## config.mk

```make
export PLATFORM = sky130hd
export DESIGN_NAME = mul_sequencer
export DESIGN_NICKNAME = d
export VERILOG_FILES = /design/src/rtl/mul_sequencer_pkg.sv /design/src/rtl/mul_sequencer_mult.sv /design/src/rtl/mul_sequencer.sv
export SDC_FILE = /design/constraint.sdc
export NUM_CORES = 2
export LEC_CHECK = 0
export CAP_MARGIN = 20
export CORE_UTILIZATION = 65
export DETAILED_ROUTE_END_ITERATION = 16
export PLACE_DENSITY = 0.84
export SETUP_SLACK_MARGIN = 0.1
export SLEW_MARGIN = 10
export SYNTH_ARGS = -nofsm -noshare
export SYNTH_HDL_FRONTEND = slang
export SYNTH_SLANG_ARGS = --single-unit
```

## constraint.sdc

```tcl
create_clock -name clock -period 12.8 [get_ports clock]
set_input_delay 1.28 -clock clock [delete_from_list [all_inputs] [get_ports clock]]
set_output_delay 1.28 -clock clock [all_outputs]
set_load 0.01 [all_outputs]
```

## src/rtl/mul_sequencer_pkg.sv

```systemverilog
// Shared definitions for the multiply sequencer: FSM state encoding,
// the largest supported settling window and the product width.
package mul_seq_pkg;

   typedef enum logic [1:0] {
      IDLE = 2'd0,
      WAIT = 2'd1,
      DONE = 2'd2
   } state_e;

   localparam int MUL_CYCLES_MAX = 15;
   localparam int PROD_W         = 64;

endpackage

```

## src/rtl/mul_sequencer_mult.sv

```systemverilog
// Mult: combinational 32x32 signed multiplier with a full 64-bit product.
// Behavioural stand-in for the Booth radix-4 / Wallace-tree array with the
// same interface; the sequencer treats it as a multicycle path.
import mul_seq_pkg::*;

module Mult (
   input  logic [31:0]       a,
   input  logic [31:0]       b,
   output logic [PROD_W-1:0] product
);

   logic signed [PROD_W-1:0] a_ext;
   logic signed [PROD_W-1:0] b_ext;

   // Sign-extend both operands and keep the low 64 bits of the product
   always_comb begin
      a_ext   = {{32{a[31]}}, a};
      b_ext   = {{32{b[31]}}, b};
      product = a_ext * b_ext;
   end

endmodule

```

## src/rtl/mul_sequencer.sv

```systemverilog
// mul_sequencer: latches operands, holds them stable for MUL_CYCLES clocks
// while Mult settles, then captures the 64-bit product into hi/lo.
// Optional feature macro: MUL_UNSIGNED_EN adds the is_unsigned port and the
// upper-half correction that turns the signed product into an unsigned one.
import mul_seq_pkg::*;

module mul_sequencer #(
   parameter int MUL_CYCLES = 2,
   parameter int CNT_W      = 4
) (
   input  logic        clock,
   input  logic        clear_n,
   input  logic        start,
   input  logic        flush,
   input  logic [31:0] op_a,
   input  logic [31:0] op_b,
`ifdef MUL_UNSIGNED_EN
   input  logic        is_unsigned,
`endif
   output logic        busy,
   output logic        done,
   output logic [31:0] hi,
   output logic [31:0] lo
);

   state_e             state_q, state_d;
   logic [CNT_W-1:0]   cnt_q, cnt_d;
   logic [31:0]        a_q, a_d;
   logic [31:0]        b_q, b_d;
   logic               busy_q, busy_d;
   logic               done_q, done_d;
   logic [31:0]        hi_q, hi_d;
   logic [31:0]        lo_q, lo_d;
   logic [PROD_W-1:0]  product;
   logic [31:0]        prod_hi;
`ifdef MUL_UNSIGNED_EN
   logic               uns_q, uns_d;
`endif

   Mult u_mult (
      .a       (a_q),
      .b       (b_q),
      .product (product)
   );

`ifdef MUL_UNSIGNED_EN
   // Unsigned view of the product: add back b (resp. a) into the upper half
   // for every operand whose top bit the signed multiplier read as negative
   always_comb begin
      prod_hi = product[63:32]
              + ((uns_q && a_q[31]) ? b_q : 32'd0)
              + ((uns_q && b_q[31]) ? a_q : 32'd0);
   end
`else
   // Signed-only build: the upper half is taken straight from the multiplier
   always_comb begin
      prod_hi = product[63:32];
   end
`endif

   // Next-state, operand latch, counter and output computation; flush wins
   // over both start and capture
   always_comb begin
      state_d = state_q;
      cnt_d   = cnt_q;
      a_d     = a_q;
      b_d     = b_q;
      hi_d    = hi_q;
      lo_d    = lo_q;
      busy_d  = 1'b0;
      done_d  = 1'b0;
`ifdef MUL_UNSIGNED_EN
      uns_d   = uns_q;
`endif
      case (state_q)
         IDLE, DONE: begin
            if (flush) begin
               state_d = IDLE;
            end else if (start) begin
               a_d     = op_a;
               b_d     = op_b;
`ifdef MUL_UNSIGNED_EN
               uns_d   = is_unsigned;
`endif
               cnt_d   = CNT_W'(MUL_CYCLES - 1);
               state_d = WAIT;
               busy_d  = 1'b1;
            end else begin
               state_d = IDLE;
            end
         end
         WAIT: begin
            if (flush) begin
               state_d = IDLE;
            end else if (cnt_q != '0) begin
               cnt_d  = cnt_q - CNT_W'(1);
               busy_d = 1'b1;
            end else begin
               hi_d    = prod_hi;
               lo_d    = product[31:0];
               state_d = DONE;
               done_d  = 1'b1;
            end
         end
         default: begin
            state_d = IDLE;
         end
      endcase
   end

   // FSM state, operand registers and registered outputs
   always_ff @(posedge clock or negedge clear_n) begin
      if (!clear_n) begin
         state_q <= IDLE;
         cnt_q   <= '0;
         a_q     <= '0;
         b_q     <= '0;
         busy_q  <= 1'b0;
         done_q  <= 1'b0;
         hi_q    <= '0;
         lo_q    <= '0;
`ifdef MUL_UNSIGNED_EN
         uns_q   <= 1'b0;
`endif
      end else begin
         state_q <= state_d;
         cnt_q   <= cnt_d;
         a_q     <= a_d;
         b_q     <= b_d;
         busy_q  <= busy_d;
         done_q  <= done_d;
         hi_q    <= hi_d;
         lo_q    <= lo_d;
`ifdef MUL_UNSIGNED_EN
         uns_q   <= uns_d;
`endif
      end
   end

   assign busy = busy_q;
   assign done = done_q;
   assign hi   = hi_q;
   assign lo   = lo_q;

endmodule

```

==> flow_metrics.env <==
export IMPL_worst_hold_path_type="reg -> reg"
export IMPL_slowest_delay_ns=1.15
export IMPL_ys_seq_elements=136
export IMPL_maxCapViolCount=0
export IMPL_antennaDiodeCount=0
export IMPL_synth_enable_flop_cells=0
export IMPL_crit_family="adder cells"
export IMPL_cts_tree="done"
export IMPL_numClockSinks=136
export IMPL_gp_congestion=0.965
export IMPL_ys_seq_area_share_pct=8.28
export IMPL_grt_max_degree=74
export IMPL_yosys_area_top_type="fa_1"
export IMPL_synthTopCellsByArea="fa_1 53%, inv_1 8.9%, dfrtp_1 8.3%"
export IMPL_fin_hold_ws_ns=0.480
export IMPL_hold_violations=0
export IMPL_drt_initial_drc_count=2169
export IMPL_ys_types=67
export IMPL_crit_fanout=33
export IMPL_route_vias_total=29200
export IMPL_synthToLayoutAreaGrowth_pct=6.65
export IMPL_gr_total_overflow=0
export IMPL_core_um2=62100
export IMPL_layout_setup_ws_ns=3.49
export IMPL_grt_first_pass_wirelength_mm=168
export IMPL_crit_buf_inv=7
export IMPL_outcome="finished clean"
export IMPL_cpMaxStageDelayCell="fa_1"
export IMPL_die_area_um2=64300
export IMPL_postSynthCellCount=4236
export IMPL_ys_async_sr_fraction_pct=100
export IMPL_cts_setup_buffers=0
export IMPL_rows=91
export IMPL_numCtsBuffers=17
export IMPL_fmax_mhz=107
export IMPL_avgViaCountPerCell=5.75
export IMPL_synth_flop_cell="dfrtp_1"
export IMPL_worstSetupPathType="reg -> reg"
export IMPL_ant_nets=0
export IMPL_wire_per_inst_um=20.2
export IMPL_synth_common_cells="1082 x fa_1, 976 x inv_1, 593 x nand2_1, 518 x and2_1, 217 x clkbuf_1"
export IMPL_routed_wl_mm=103
export IMPL_yosysWarnings=0
export IMPL_setup_viol_count_final=0
export IMPL_hp_start="lo[0]$_DFFE_PN0P_"
export IMPL_synth_top_area_share_pct=52.7
export IMPL_drive_above_1_share_pct=4.38
export IMPL_first_pass_iters=5
export IMPL_start_util_pct=66.2
export IMPL_clk_path_buf_depth=2
export IMPL_grt_total_usage_pct=34.4
export IMPL_root_buffer="clkbuf_16"
export IMPL_cts_hold_buffers=0
export IMPL_drc=0
export IMPL_syn_avg_cell_area_um2=9.70
export IMPL_relSlewSlack_pct=25.2
export IMPL_start_kind="register"
export IMPL_cts_resized=0
export IMPL_ios=134
export IMPL_yosysMostFrequentCell="fa_1"
export IMPL_min_period_ns=9.31
export IMPL_rsz0062_at_grt="false"
export IMPL_regToRegStartpoint="a_q[31]$_DFFE_PN0P_"
export IMPL_worst_ep_required_time_ns=13.17
export IMPL_endpoint_kind="register"
export IMPL_arrival_ns=9.69
export IMPL_crit_top_cell="fa_1"
export IMPL_clkTransAtPathRegs_ns=0.08
export IMPL_grt_pass1_vias=32400
export IMPL_fp_dieH_um=253
export IMPL_io_buffer_count=133
export IMPL_h_tree_depth=4
export IMPL_utilization_pct=70.7
export IMPL_syn_area_um2=41100
export IMPL_clkLatencyLatePin_ns=0.51
export IMPL_die_x_um=253
export IMPL_setup_tns_ns=0
export IMPL_nets=5565
export IMPL_post_dp_hpwl_mm=82.8
export IMPL_slew_viol_final=0
export IMPL_critPathLaunch="a_q[31]$_DFFE_PN0P_"
export IMPL_syn_nets=5572
export IMPL_dpl_worst_slack_ns=3.49
export IMPL_min_period_over_period_pct=72.8
export IMPL_tightest_slew_ns=1.12
export IMPL_skew_ns=0.0298
export IMPL_grt_antenna_before_repair=2
==> flip-flops by register name, indices dropped and copies added, names as in the netlist <==
name / count
lo: 32
done: 1
a_q: 32
hi: 32
b_q: 32
state_q: 2
cnt_q: 4
busy: 1
==> worst paths after layout <==
| check | end | slack (ns) | depth (start not counted) |
|---|---|---|---|
| worst max register to register | hi[29]$_DFFE_PN0P_ | 3.49 | 26 |
| min in group asynchronous | lo[11]$_DFFE_PN0P_ | 0.77 | 1 |
| worst min-delay path | lo[0]$_DFFE_PN0P_ | 0.48 | 2 |
| worst min register to register | lo[0]$_DFFE_PN0P_ | 0.48 | 2 |
| max in group asynchronous | a_q[23]$_DFFE_PN0P_ | 10.52 | 2 |
| worst max-delay path | hi[29]$_DFFE_PN0P_ | 3.49 | 26 |
==> metal layers <==
layer,track usage (%),wire [µm],vias up
li1,-,-,12200
met1,40.1,34600,15100
met2,58.9,52400,1448
met3,5.33,7670,464
met4,23.7,8140,2
met5,0,13,-
==> cells by family (layout without fill, tap and decap cells) <==
kind of cell,count (synthesis),in the layout,synth area share (%)
adders and majority gates,1268,1268,58.4
and+or+nand+nor,1254,1254,15.3
buffers and inverters,1203,1209,11.0
AOI/OAI and AO/OA,235,235,3.72
DFF,136,136,8.28
xor gates and xnor gates,72,72,1.53
muxes,68,68,1.86
==> metrics by stage <==
step | cell area [µm²] | instances
2_1_floorplan | 41100 | 4236
3_3_place_gp | 43100 | 5042
3_5_place_dp | 43100 | 5042
4_1_cts | 43700 | 5074
5_1_grt | 43800 | 5079
6_report | 43800 | 5079
==> cells in the final DEF, fill, tap and decap left out, drive strengths merged, types with 3 or more instances in the layout <==
cell type,n
a211oi,7
a21o,27
a21oi,65
a221oi,3
a31oi,11
and2,519
and3,11
buf,68
clkbuf,17
clkdlybuf4s50,132
clkinv,6
dfrtp,136
fa,1082
ha,186
inv,983
mux2,66
nand2,594
nand2b,17
nand3,16
nand3b,3
nand4,4
nor2,40
nor2b,24
nor3,10
nor3b,5
o211ai,3
o21a,8
o21ai,81
o21bai,8
o31ai,4
or3,3
xnor2,43
xor2,29
==> cell type report <==
cell class | count | area, µm²
multi-input combinational | 2897 | 33200
fill | 4432 | 18200
inverter | 977 | 3670
sequential | 136 | 3400
timing repair buffer | 200 | 1910
tap | 837 | 1050
clock buffer | 17 | 425
clock inverter | 15 | 189
==> worst register-to-register path: stages, from the launching register on <==
cell,delay [ns]
dfrtp_1,1.08
nand2_1,0.31
inv_1,0.17
fa_1,0.42
inv_1,0.24
fa_1,0.52
fa_1,0.58
inv_1,0.09
fa_1,1.15
inv_1,0.21
fa_1,0.53
inv_1,0.05
fa_1,0.45
fa_1,0.51
inv_1,0.05
fa_1,0.49
inv_1,0.04
ha_1,0.35
a21o_1,0.19
a21o_1,0.17
a21oi_1,0.20
nand3_1,0.15
a211oi_4,0.36
o31ai_4,0.12
a221oi_2,0.32
nor4b_1,0.08
or3_1,0.37
Power is left out: the tool's default activity adds up to more than one toggle a clock period on the data nets, which glitch-free logic cannot reach.
